File: config.mk
export PLATFORM = sky130hd
export DESIGN_NAME = lfsr_period_engine
export DESIGN_NICKNAME = d
export VERILOG_FILES = /design/src/rtl/lfsr_period_engine_pkg.sv /design/src/rtl/lfsr_period_engine_step.sv /design/src/rtl/lfsr_period_engine.sv
export SDC_FILE = /design/constraint.sdc
export NUM_CORES = 1
export LEC_CHECK = 0
export CELL_PAD_IN_SITES_DETAIL_PLACEMENT = 1
export CELL_PAD_IN_SITES_GLOBAL_PLACEMENT = 1
export CORE_MARGIN = 2
export CORE_UTILIZATION = 44
export CTS_CLUSTER_DIAMETER = 80
export CTS_CLUSTER_SIZE = 30
export DETAILED_ROUTE_END_ITERATION = 8
export HOLD_SLACK_MARGIN = 0.03
export PLACE_DENSITY_LB_ADDON = 0.08
export SLEW_MARGIN = 20
export SYNTH_ARGS = -nofsm -noshare
export SYNTH_HDL_FRONTEND = slang
export SYNTH_SLANG_ARGS = --single-unit
File: constraint.sdc
create_clock -name clk -period 4.85 [get_ports clk]
set_clock_uncertainty 0.2 [all_clocks]
set_input_delay 0.7275 -clock clk [delete_from_list [all_inputs] [get_ports clk]]
set_output_delay 0.7275 -clock clk [all_outputs]
set_load 0.02 [all_outputs]
File: src/rtl/lfsr_period_engine_pkg.sv
// lfsr_pkg: shared state encoding, tap conversion and default polynomial table
package lfsr_pkg;

    typedef enum logic [1:0] {IDLE, RUN, DONE, LOCKUP} state_e;

    localparam int MIN_WIDTH = 3;
    localparam int MAX_WIDTH = 32;

    // Fibonacci tap mask from a Galois-style coefficient set: x^W becomes the top tap
    function automatic logic [31:0] fib_taps(input logic [31:0] poly, input int w);
        return (poly >> 1) | (32'd1 << (w - 1));
    endfunction

    // Primitive polynomials, coefficients x^(w-1)..x^0 with x^w implicit
    function automatic logic [31:0] default_poly(input int w);
        case (w)
            3:       return 32'h0000_0005;
            4:       return 32'h0000_0009;
            5:       return 32'h0000_0009;
            6:       return 32'h0000_0021;
            7:       return 32'h0000_0041;
            8:       return 32'h0000_0071;
            9:       return 32'h0000_0021;
            10:      return 32'h0000_0081;
            11:      return 32'h0000_0201;
            12:      return 32'h0000_0C11;
            13:      return 32'h0000_1901;
            14:      return 32'h0000_3005;
            15:      return 32'h0000_4001;
            16:      return 32'h0000_A011;
            17:      return 32'h0000_4001;
            18:      return 32'h0000_0801;
            19:      return 32'h0006_4001;
            20:      return 32'h0002_0001;
            21:      return 32'h0008_0001;
            22:      return 32'h0020_0001;
            23:      return 32'h0004_0001;
            24:      return 32'h00C2_0001;
            25:      return 32'h0040_0001;
            26:      return 32'h0000_0047;
            27:      return 32'h0000_0027;
            28:      return 32'h0200_0001;
            29:      return 32'h0800_0001;
            30:      return 32'h0000_0053;
            31:      return 32'h1000_0001;
            32:      return 32'h0040_0007;
            default: return 32'h0000_0001;
        endcase
    endfunction

endpackage

File: src/rtl/lfsr_period_engine_step.sv
// lfsr_step: combinational one-step LFSR advance in Fibonacci or Galois form
module lfsr_step
    import lfsr_pkg::*;
#(
    parameter int                WIDTH = 8,
    parameter logic [WIDTH-1:0]  POLY  = WIDTH'(default_poly(WIDTH))
) (
    input  logic [WIDTH-1:0] r_i,
    input  logic             mode_i,
    output logic [WIDTH-1:0] r_o
);

    localparam logic [WIDTH-1:0] TAPF = WIDTH'(fib_taps(32'(POLY), WIDTH));

    logic [WIDTH-1:0] fib;
    logic [WIDTH-1:0] gal;

    assign fib = {r_i[WIDTH-2:0], ^(r_i & TAPF)};
    assign gal = {r_i[WIDTH-2:0], 1'b0} ^ (r_i[WIDTH-1] ? POLY : '0);
    assign r_o = mode_i ? gal : fib;

endmodule

File: src/rtl/lfsr_period_engine.sv
// lfsr_period_engine: LFSR generator that measures the cycle length from the loaded seed
module lfsr_period_engine
    import lfsr_pkg::*;
#(
    parameter int                WIDTH = 8,
    parameter logic [WIDTH-1:0]  POLY  = WIDTH'(default_poly(WIDTH))
) (
    input  logic             clk,
    input  logic             reset,
    input  logic [WIDTH-1:0] seed,
    input  logic             load,
    input  logic             en,
    input  logic             mode,
    output logic [WIDTH-1:0] lfsr_out,
    output logic [WIDTH:0]   period,
    output logic             busy,
    output logic             done,
    output logic             maximal,
    output logic             lockup
);

    localparam logic [WIDTH:0] CNT_FULL   = {1'b1, {WIDTH{1'b0}}};
    localparam logic [WIDTH:0] MAX_PERIOD = {1'b0, {WIDTH{1'b1}}};

    state_e           state_q;
    logic [WIDTH-1:0] r_q;
    logic [WIDTH-1:0] r_d;
    logic [WIDTH-1:0] seed_q;
    logic             mode_q;
    logic [WIDTH:0]   cnt_q;
    logic [WIDTH:0]   cnt_d;
    logic [WIDTH:0]   period_q;
    logic             busy_q;
    logic             done_q;

    lfsr_step #(.WIDTH(WIDTH), .POLY(POLY)) u_step (
        .r_i    (r_q),
        .mode_i (mode_q),
        .r_o    (r_d)
    );

    assign cnt_d = cnt_q + (WIDTH+1)'(1);

    // Load/measure/free-run controller; counting stops at the return to seed or at 2^WIDTH
    always_ff @(posedge clk or negedge reset) begin
        if (!reset) begin
            state_q  <= IDLE;
            r_q      <= '0;
            seed_q   <= '0;
            mode_q   <= 1'b0;
            cnt_q    <= '0;
            period_q <= '0;
            busy_q   <= 1'b0;
            done_q   <= 1'b0;
        end else if (load) begin
            state_q  <= (seed == '0) ? LOCKUP : RUN;
            r_q      <= seed;
            seed_q   <= seed;
            mode_q   <= mode;
            cnt_q    <= '0;
            period_q <= '0;
            busy_q   <= (seed != '0);
            done_q   <= 1'b0;
        end else begin
            case (state_q)
                RUN: if (en) begin
                    r_q   <= r_d;
                    cnt_q <= cnt_d;
                    if (r_d == seed_q) begin
                        state_q  <= DONE;
                        period_q <= cnt_d;
                        busy_q   <= 1'b0;
                        done_q   <= 1'b1;
                    end else if (cnt_d == CNT_FULL) begin
                        state_q  <= DONE;
                        period_q <= '0;
                        busy_q   <= 1'b0;
                        done_q   <= 1'b1;
                    end
                end
                DONE: if (en) r_q <= r_d;
                default: ;
            endcase
        end
    end

    assign lfsr_out = r_q;
    assign period   = period_q;
    assign busy     = busy_q;
    assign done     = done_q;
    assign maximal  = done_q && (period_q == MAX_PERIOD);
    assign lockup   = (r_q == '0);

endmodule
Word level (Yosys, flattened, before mapping)
Cells that the tools add are included.
Storage, ports and cells
  input port bits: 13
  logic and storage cells: 57
  bits in read-only memories: 0
  RAM bits: 0
  bits in latches: 0
  flip-flop bits (word level): 39
  memories: 0
Operators by class
  add/sub/neg operators: 1
  muxes and demuxes: 29
  $lt $le $gt $ge: 0
  reduce and logical (&&, ||, !) cells: 13
  equality and inequality tests: 5
  divide/modulo/power cells: 0
  bitwise gates (word level): 1
  multipliers: 0
  shift-type cells: 0
Operator list (number)
  $mux 9: 8
  $mux 8: 4
  $logic_not 8->1: 2
  $mux 2: 6
  $mux 1: 10
  $add 9x1->9 const B: 1
  $eq 9x8->1 const B: 1
  $eq 9x9->1 const B: 1
  $eq 8x8->1: 1
  $reduce_bool 8->1: 1
  $reduce_xor 8->1: 1
  $xor 8x8->8: 1
  $mux 7: 1
  $reduce_bool 2->1: 3
  $reduce_and 2->1: 2
  $reduce_and 3->1: 1
  $reduce_bool 3->1: 1
  $eq 2x1->1 const B: 1
  $eq 2x2->1 const B: 1
  $reduce_or 2->1: 1
  $logic_and 1x1->1: 1

Longest topological paths before layout
Gate-level depths: netlist of the first run.
  depth after elaboration: 8
  mapped depth: 8

Hierarchy
A second synthesis of the first run with hierarchy kept.
Unflattened totals
  cell total of the unflattened synthesis: 225
  area total of the unflattened synthesis: 2215.9 µm²
Modules (own cells, without submodules)
  lfsr_period_engine: times used 1, area each 2120.8 µm², cells an instance 214
  lfsr_step: times used 1, area each 95.1 µm², cells an instance 11

Worst setup path before layout of the first run
No wires, ideal clock.
  path kind: reg-to-output
  start point: register r_q[5], in the netlist lfsr_out[5]
  end point: output port lockup
  cell stages (with the launch flop): 5
  data arrival time: 1.910 ns
  path slack: 2.013 ns
  path through: dfrtp_1 > inv_1 > ha_1 > or4b_2 > nor4_1
On the way
  cells in the longest elaborated chain, start to end: 1
RTL lines
  start: declaration: RTL line lfsr_period_engine.sv:26  | logic [WIDTH-1:0] r_q;
  start signal: assignment: RTL line lfsr_period_engine.sv:67  | r_q <= r_d;
  start signal: assignment: RTL line lfsr_period_engine.sv:81  | DONE: if (en) r_q <= r_d;
  $logic_not 8->1: RTL line lfsr_period_engine.sv:92  | assign lockup = (r_q == '0);
  end: declaration: RTL line lfsr_period_engine.sv:19  | output logic lockup
No other way between the ends.

Worst setup path in the final report of the first run
Ends and elaborated chain as after synthesis.

==> results of run 1 <==
==> final cells by class <==
cell class	instances	area share
clock inverter	3	0.0166
multi-input combinational	166	0.408
clock buffer	5	0.0261
sequential	39	0.371
tap	67	0.0318
inverter	14	0.0200
timing repair buffer	34	0.126
==> kinds of logic (layout without fill, tap and decap cells) <==
| logic type | count (synthesis) | after routing | share of synthesized area |
|---|---|---|---|
| adder cells (fa/ha/maj) | 3 | 3 | 0.0173 |
| AND/OR/NAND/NOR | 79 | 79 | 0.181 |
| flip-flops | 39 | 39 | 0.450 |
| XOR/XNOR | 26 | 26 | 0.118 |
| AO/OA/AOI/OAI | 52 | 52 | 0.152 |
| multiplexers | 6 | 6 | 0.0283 |
| buffers and inverters | 28 | 56 | 0.0537 |
==> registers in the layout, indices dropped and copies added, names as in the netlist <==
register,flops
mode_q,1
state_q,2
lfsr_out,8
seed_q,8
cnt_q,9
done,1
period,9
busy,1
==> routing by layer <==
| metal | track usage | up-vias |
|---|---|---|
| met5 | 0 | - |
| met4 | 0.0727 | 0 |
| met3 | 0.0488 | 6 |
| met2 | 0.369 | 32 |
| met1 | 0.267 | 884 |
| li1 | - | 866 |
==> worst paths after layout <==
| kind | endpoint | slack [ns] | cells after the start |
|---|---|---|---|
| max | lockup | 1.53 | 5 |
| min in group asynchronous | seed_q[5] | 0.35 | 1 |
| max reg2reg | busy | 2.33 | 7 |
| min | state_q[0] | 0.34 | 2 |
| min reg2reg | state_q[0] | 0.34 | 2 |
| max in group asynchronous | period[4] | 3.53 | 1 |
==> stage by stage <==
step	power [mW]	cell area, µm²	hold slack, ns	utilization	setup WS (ns)
2_1_floorplan	0.461	2170	0.232	-	2.01
6_report	0.785	2630	0.340	0.557	1.53
5_1_grt	0.830	2630	0.374	0.557	1.40
4_1_cts	0.797	2630	0.351	0.557	1.49
3_5_place_dp	0.522	2520	0.330	0.534	1.82
3_3_place_gp	0.518	2520	0.324	0.534	1.90
==> power breakdown <==
part,total [mW],switching [mW],internal [mW]
sequential,0.365,0.0217,0.343
combinational,0.149,0.0816,0.0670
clock,0.272,0.119,0.153
total,0.785,0.222,0.563
==> worst max-delay path, cell delays in order, from the launching register on <==
cell,delay [ns]
sky130_fd_sc_hd__dfrtp_1,0.43
sky130_fd_sc_hd__inv_1,0.09
sky130_fd_sc_hd__ha_1,0.16
sky130_fd_sc_hd__or4b_2,0.58
sky130_fd_sc_hd__nor4_1,0.19
sky130_fd_sc_hd__clkdlybuf4s50_1,0.65
==> cells in the final DEF, fill, tap and decap left out, types with 2 or more instances in the layout <==
cell                              synthesis  layout
sky130_fd_sc_hd__xnor3_1                  2       2
sky130_fd_sc_hd__clkdlybuf4s50_1          0      32
sky130_fd_sc_hd__nand3_1                  4       4
sky130_fd_sc_hd__a31oi_1                  2       2
sky130_fd_sc_hd__nand2b_1                 9       9
sky130_fd_sc_hd__nor2_1                  21      21
sky130_fd_sc_hd__mux2i_1                  5       5
sky130_fd_sc_hd__nor3_1                   5       5
sky130_fd_sc_hd__nand2_1                 20      20
sky130_fd_sc_hd__o21ai_0                 23      23
sky130_fd_sc_hd__o21ai_1                  8       8
sky130_fd_sc_hd__a21oi_1                  5       5
sky130_fd_sc_hd__and2_1                   2       2
sky130_fd_sc_hd__xor2_1                  12      12
sky130_fd_sc_hd__clkbuf_8                 0       5
sky130_fd_sc_hd__or4_1                    2       2
sky130_fd_sc_hd__inv_1                   14      14
sky130_fd_sc_hd__dfrtp_1                 39      39
sky130_fd_sc_hd__or3_1                    5       5
sky130_fd_sc_hd__nor4_1                   4       4
sky130_fd_sc_hd__ha_1                     3       3
sky130_fd_sc_hd__a41oi_1                  7       7
sky130_fd_sc_hd__nand4_1                  2       2
sky130_fd_sc_hd__xnor2_1                 12      12
sky130_fd_sc_hd__o2bb2ai_2                2       2
==> metrics.txt, run 1 <==
# TYPE chip_impl_metric gauge
chip_impl_metric{name="worst_ep_arrival_time",unit="ns"} 2.39
chip_impl_metric{name="synth_seq_cells",unit=""} 39
chip_impl_metric{name="clock_sink_count",unit=""} 39
chip_impl_metric{name="synth_sequential_area_ratio",unit=""} 0.450
chip_impl_metric{name="cts_resized",unit=""} 0
chip_impl_metric{name="setup-violations-final",unit=""} 0
chip_impl_metric{name="async_flop_share",unit=""} 1.00
chip_impl_metric{name="fmax",unit="MHz"} 302
chip_impl_metric{name="dpl.cell_count",unit=""} 320
chip_impl_info{name="status",value="finished clean"} 1
chip_impl_info{name="yosysMostFrequentCell",value="sky130_fd_sc_hd__dfrtp_1"} 1
chip_impl_metric{name="place_congestion",unit=""} 0.820
chip_impl_metric{name="grt_overflow_total",unit=""} 0
chip_impl_metric{name="syn_avg_cell_area",unit="µm²"} 9.30
chip_impl_metric{name="met2_length",unit="µm"} 2680
chip_impl_metric{name="nNetsFinal",unit=""} 276
chip_impl_info{name="synth_ff_type",value="sky130_fd_sc_hd__dfrtp_1"} 1
chip_impl_metric{name="route.antenna.remaining_nets",unit=""} 0
chip_impl_metric{name="antenna_cells",unit=""} 0
chip_impl_metric{name="max_slew.worst_pin.slew",unit="ns"} 0.986
chip_impl_metric{name="synth_cell_types",unit=""} 39
chip_impl_info{name="crit_path_end_kind",value="primary output"} 1
chip_impl_metric{name="power_per_cell_area",unit="mW/mm²"} 298
chip_impl_info{name="yosysTopAreaCell",value="sky130_fd_sc_hd__dfrtp_1"} 1
chip_impl_info{name="path_class",value="reg2out"} 1
chip_impl_metric{name="die_width",unit="µm"} 74.2
chip_impl_metric{name="irDropWorstVdd",unit="mV"} 0.160
chip_impl_metric{name="fillerInstances",unit=""} 542
chip_impl_metric{name="drive_gt1_frac",unit=""} 0.0613
chip_impl_metric{name="p_leak",unit="nW"} 1.13
chip_impl_info{name="worst_setup_path_startpoint",value="lfsr_out[5]"} 1
chip_impl_metric{name="portBuffers",unit=""} 33
chip_impl_metric{name="met3_wirelength",unit="µm"} 146
chip_impl_info{name="post_synth_most_frequent_cells",value="sky130_fd_sc_hd__dfrtp_1 (39), sky130_fd_sc_hd__o21ai_0 (23), sky130_fd_sc_hd__nor2_1 (21)"} 1
chip_impl_info{name="min_path_type",value="reg2reg"} 1
chip_impl_metric{name="post_cts.repair.setup_buffers",unit=""} 0
chip_impl_info{name="worst_setup_path_start_kind",value="flip-flop"} 1
chip_impl_metric{name="grt_first_pass_wirelength",unit="µm"} 8870
chip_impl_metric{name="worst_skew_pair.late_latency",unit="ns"} 0.29
chip_impl_metric{name="maxSlewHeadroom",unit=""} 0.341
chip_impl_info{name="holdCritStartpoint",value="state_q[0]"} 1
chip_impl_metric{name="via_per_inst",unit=""} 5.45
chip_impl_info{name="maxUsedRoutingLayer",value="met4"} 1
chip_impl_metric{name="grt_start_max_net_pins",unit=""} 53
chip_impl_metric{name="synth-edff-count",unit=""} 0
chip_impl_metric{name="fp.dieArea",unit="mm²"} 0.00550
chip_impl_metric{name="synth_largest_type_area_fraction",unit=""} 0.450
chip_impl_info{name="synth_area_leaders",value="sky130_fd_sc_hd__dfrtp_1 (45%), sky130_fd_sc_hd__o21ai_0 (5.3%), sky130_fd_sc_hd__xnor2_1 (4.8%)"} 1
chip_impl_metric{name="cts_htree_levels",unit=""} 2
chip_impl_metric{name="maxCapViolCount",unit=""} 0
chip_impl_metric{name="design.core.area",unit="mm²"} 0.00472
chip_impl_metric{name="synthesis.yosys.warnings",unit=""} 0
chip_impl_metric{name="post-route-period-util",unit=""} 0.684
chip_impl_info{name="cts-root-buf",value="sky130_fd_sc_hd__clkbuf_8"} 1
chip_impl_metric{name="drt_wl_total",unit="µm"} 5240
chip_impl_metric{name="cts-root-to-sink-buffers",unit=""} 2
chip_impl_metric{name="grt_use_total",unit=""} 0.215
chip_impl_info{name="cts_tree",value="built"} 1
chip_impl_metric{name="vias_post_dr",unit=""} 1788
chip_impl_metric{name="final-hold-violation-count",unit=""} 0
chip_impl_info{name="setup_repair_after_global_routing_missed_its_margin",value="no"} 1
chip_impl_metric{name="die-height",unit="µm"} 74.2
chip_impl_metric{name="syn_to_final_growth",unit="%"} 21.5
chip_impl_metric{name="finalSetupTns",unit="ns"} 0
chip_impl_metric{name="finalNonFillerCells",unit=""} 328
chip_impl_metric{name="cts-hold-fix-buffers",unit=""} 0
chip_impl_metric{name="syn_nets",unit=""} 249
chip_impl_info{name="crit-reg2reg-launch",value="lfsr_out[5]"} 1
chip_impl_metric{name="dpl.hpwl",unit="µm"} 3720
chip_impl_metric{name="critical_path_required",unit="ns"} 3.92
chip_impl_metric{name="drtPass1Iterations",unit=""} 4
chip_impl_metric{name="grt_pass1_vias",unit=""} 1806
chip_impl_metric{name="clkTransAtPathRegs",unit="ns"} 0.08
chip_impl_metric{name="layout.area.seq",unit="µm²"} 976
chip_impl_metric{name="worst-path-max-fanout",unit=""} 4
chip_impl_metric{name="start_util",unit=""} 0.459
chip_impl_metric{name="multi_input_comb_area",unit="mm²"} 0.00107
chip_impl_metric{name="final_period_minus_worst_setup_slack",unit="ns"} 3.32
chip_impl_metric{name="number_of_violations_reported_at_the_end_of_detailed_routing_iteration_0",unit=""} 40
chip_impl_metric{name="floorplan.io_pins",unit=""} 34
chip_impl_metric{name="postSynthCellCount",unit=""} 233
chip_impl_metric{name="post_synth_instance_area",unit="mm²"} 0.00217
chip_impl_metric{name="antenna_found_initial",unit=""} 0
chip_impl_metric{name="number_of_buffers_created_by_cts",unit=""} 5
chip_impl_metric{name="remaining_drc_errors",unit=""} 0
chip_impl_metric{name="wl_met1",unit="µm"} 2340
chip_impl_metric{name="routed_wire_length_per_instance",unit="µm"} 16.0
chip_impl_metric{name="maxSlewViolCount",unit=""} 0
chip_impl_metric{name="core.rowCount",unit=""} 25
No activity file was read; power rests on OpenSTA's default activity.
==> run 2: changes to the inputs <==
Settings changed: CORE_UTILIZATION 44 to 37.
Clock period 4.85 ns to 3 ns, I/O delays scaled along.
==> metrics.txt, run 2 (synthesis results as in run 1) <==
# TYPE chip_impl_metric gauge
chip_impl_info{name="status",value="finished clean"} 1
chip_impl_info{name="cts-root-buf",value="sky130_fd_sc_hd__clkbuf_8"} 1
chip_impl_info{name="rr_endpoint",value="busy"} 1
chip_impl_metric{name="p_leak",unit="nW"} 1.15
chip_impl_metric{name="drt_wl_total",unit="µm"} 5120
chip_impl_metric{name="die-height",unit="µm"} 80.5
chip_impl_metric{name="reg2regPathDepth",unit=""} 7
chip_impl_metric{name="cts-root-to-sink-buffers",unit=""} 2
chip_impl_info{name="cp-endpoint",value="lockup"} 1
chip_impl_metric{name="die_width",unit="µm"} 80.5
chip_impl_metric{name="core.rowCount",unit=""} 27
chip_impl_metric{name="critical_path_required",unit="ns"} 2.35
chip_impl_metric{name="final_period_minus_worst_setup_slack",unit="ns"} 2.78
chip_impl_metric{name="power_frac_seq",unit=""} 0.456
chip_impl_info{name="crit_path_end_kind",value="primary output"} 1
chip_impl_metric{name="dpl_cell_area",unit="mm²"} 0.00256
chip_impl_metric{name="vias_post_dr",unit=""} 1737
chip_impl_metric{name="dpl.hpwl",unit="µm"} 3730
chip_impl_metric{name="finalSetupTns",unit="ns"} 0
chip_impl_metric{name="crit_path_max_incr_delay",unit="ns"} 0.58
chip_impl_metric{name="drive_gt1_frac",unit=""} 0.0755
chip_impl_metric{name="portBuffers",unit=""} 33
chip_impl_metric{name="via_per_inst",unit=""} 5.15
chip_impl_metric{name="grt_first_pass_wirelength",unit="µm"} 8400
chip_impl_metric{name="maxCapViolCount",unit=""} 0
chip_impl_info{name="worst_setup_path_startpoint",value="lfsr_out[5]"} 1
chip_impl_info{name="cts_tree",value="built"} 1
chip_impl_metric{name="cts_htree_levels",unit=""} 2
chip_impl_metric{name="dpl.cell_count",unit=""} 329
chip_impl_metric{name="maxSlewViolCount",unit=""} 0
chip_impl_metric{name="post-route-period-util",unit=""} 0.926
chip_impl_metric{name="fp.dieArea",unit="mm²"} 0.00649
chip_impl_info{name="final_cell_mix",value="sky130_fd_sc_hd__dfrtp_1 (39), sky130_fd_sc_hd__clkdlybuf4s50_1 (31), sky130_fd_sc_hd__o21ai_0 (23), sky130_fd_sc_hd__nor2_1 (21), sky130_fd_sc_hd__nand2_1 (20)"} 1
chip_impl_metric{name="grt_overflow_total",unit=""} 0
chip_impl_metric{name="grt_start_max_net_pins",unit=""} 40
chip_impl_metric{name="finalNonFillerCells",unit=""} 337
chip_impl_metric{name="int_pwr",unit="µW"} 935
chip_impl_metric{name="remaining_drc_errors",unit=""} 0
chip_impl_metric{name="max_slew.worst_pin.slew",unit="ns"} 0.882
chip_impl_metric{name="combinationalPowerShare",unit=""} 0.188
chip_impl_metric{name="fmax",unit="MHz"} 360
chip_impl_metric{name="post_cts.repair.setup_buffers",unit=""} 0
chip_impl_metric{name="design.core.area",unit="mm²"} 0.00557
chip_impl_metric{name="fin_area",unit="mm²"} 0.00267
chip_impl_metric{name="timing.final.ws_setup",unit="ns"} 0.221
chip_impl_metric{name="maxSlewHeadroom",unit=""} 0.412
chip_impl_metric{name="irDropWorstVdd",unit="mV"} 0.245
chip_impl_info{name="path_class",value="reg2out"} 1
chip_impl_metric{name="grt_use_total",unit=""} 0.171
chip_impl_metric{name="worst_hold_slack",unit="ns"} 0.0676
chip_impl_metric{name="setup-violations-final",unit=""} 0
chip_impl_metric{name="number_of_buffers_created_by_cts",unit=""} 5
chip_impl_metric{name="worst_skew_pair.late_latency",unit="ns"} 0.30
chip_impl_info{name="worst_setup_path_start_kind",value="flip-flop"} 1
chip_impl_metric{name="switching_power_of_the_nets",unit="µW"} 356
chip_impl_metric{name="drtPass1Iterations",unit=""} 4
chip_impl_metric{name="grt_pass1_vias",unit=""} 1709
chip_impl_info{name="critical_path.slowest_cell",value="sky130_fd_sc_hd__or4b_2"} 1
chip_impl_metric{name="regToRegSetupSlack",unit="ns"} 0.47
chip_impl_metric{name="route.antenna.remaining_nets",unit=""} 0
chip_impl_info{name="setup_repair_after_global_routing_missed_its_margin",value="no"} 1
chip_impl_metric{name="number_of_violations_reported_at_the_end_of_detailed_routing_iteration_0",unit=""} 63
chip_impl_metric{name="clkTransAtPathRegs",unit="ns"} 0.08
chip_impl_metric{name="switching_fraction_of_total_power",unit=""} 0.276
chip_impl_metric{name="floorplan.io_pins",unit=""} 34
chip_impl_metric{name="worst_ep_arrival_time",unit="ns"} 2.13
chip_impl_metric{name="clock_sink_count",unit=""} 39
chip_impl_info{name="crit-reg2reg-launch",value="lfsr_out[5]"} 1
chip_impl_metric{name="start_util",unit=""} 0.389
chip_impl_metric{name="antenna_found_initial",unit=""} 0
chip_impl_info{name="min_path_type",value="in2async"} 1
chip_impl_info{name="final_common_cell",value="sky130_fd_sc_hd__dfrtp_1"} 1
chip_impl_metric{name="post_layout_total_power",unit="mW"} 1.29
chip_impl_metric{name="routed_wire_length_per_instance",unit="µm"} 15.2
chip_impl_metric{name="power_per_cell_area",unit="mW/mm²"} 483
chip_impl_metric{name="layout.core_utilization",unit=""} 0.479
chip_impl_metric{name="place_congestion",unit=""} 0.736
chip_impl_info{name="cp_cell_sequence",value="inv_1 -> ha_1 -> or4b_2 -> nor4_1 -> dlygate4sd2_1"} 1
chip_impl_metric{name="nNetsFinal",unit=""} 280
chip_impl_metric{name="pre_cts_ws",unit="ns"} 0.227
chip_impl_metric{name="cts-hold-fix-buffers",unit=""} 0
chip_impl_metric{name="antenna_cells",unit=""} 0
chip_impl_metric{name="worst-path-max-fanout",unit=""} 4
chip_impl_metric{name="syn_to_final_growth",unit="%"} 23.3
chip_impl_metric{name="final-hold-violation-count",unit=""} 0
chip_impl_metric{name="clock_power_share",unit=""} 0.356
run 2: cell count changes in the layout (fill, tap and decap cells not counted), sizes merged:
cell and change:
dlygate4sd2 +1, buf +4, clkdlybuf4s50 -1, clkbuf +1
clkinv -1
run 2: power by group through the flow:
stage                     clock network, mW  registers (mW)  logic, mW
final                                 0.459           0.589      0.243
after global routing                  0.490           0.595      0.271
after CTS                             0.472           0.590      0.248
after detailed placement                  0           0.600      0.247
after global placement                    0           0.598      0.246
after floorplan                           0           0.608      0.137
run 2: layer usage:
layer,GRT usage,routed length [µm]
met1,0.244,2650
met2,0.253,2220
met3,0.0427,179
met4,0.0559,66
met5,0,0
run 2: worst min-delay path by stage:
stage / cells past startpoint / endpoint / startpoint
final: 1 / cnt_q[5] / reset
after global placement: 2 / done / done
after detailed placement: 2 / done / done
after global routing: 1 / cnt_q[6] / reset
after floorplan: 0 / busy / reset
after CTS: 1 / cnt_q[5] / reset
run 2: repair_timing:
action / CTS / global route
setup endpoints to repair: 1 / 0
hold endpoints to repair: 0 / 0
gates resized for setup: 1 / 0
run 2: area by class of cell:
| type | count | area (µm²) |
|---|---|---|
| well taps | 72 | 90.1 |
| clock buffers | 6 | 82.6 |
| clock inverters | 2 | 35.0 |
| repair buffers | 38 | 362 |
| multi-input cells | 166 | 1070 |
| inverters | 14 | 52.6 |
| fillers | 646 | 2900 |
| flip-flops and latches | 39 | 976 |
run 2: critical path, delay by kind of cell, from the launching register on:
kind	cells	cell delay, ns
fa+ha+maj	1	0.17
buf+inv	2	0.47
flops	1	0.44
simple gates	2	0.75
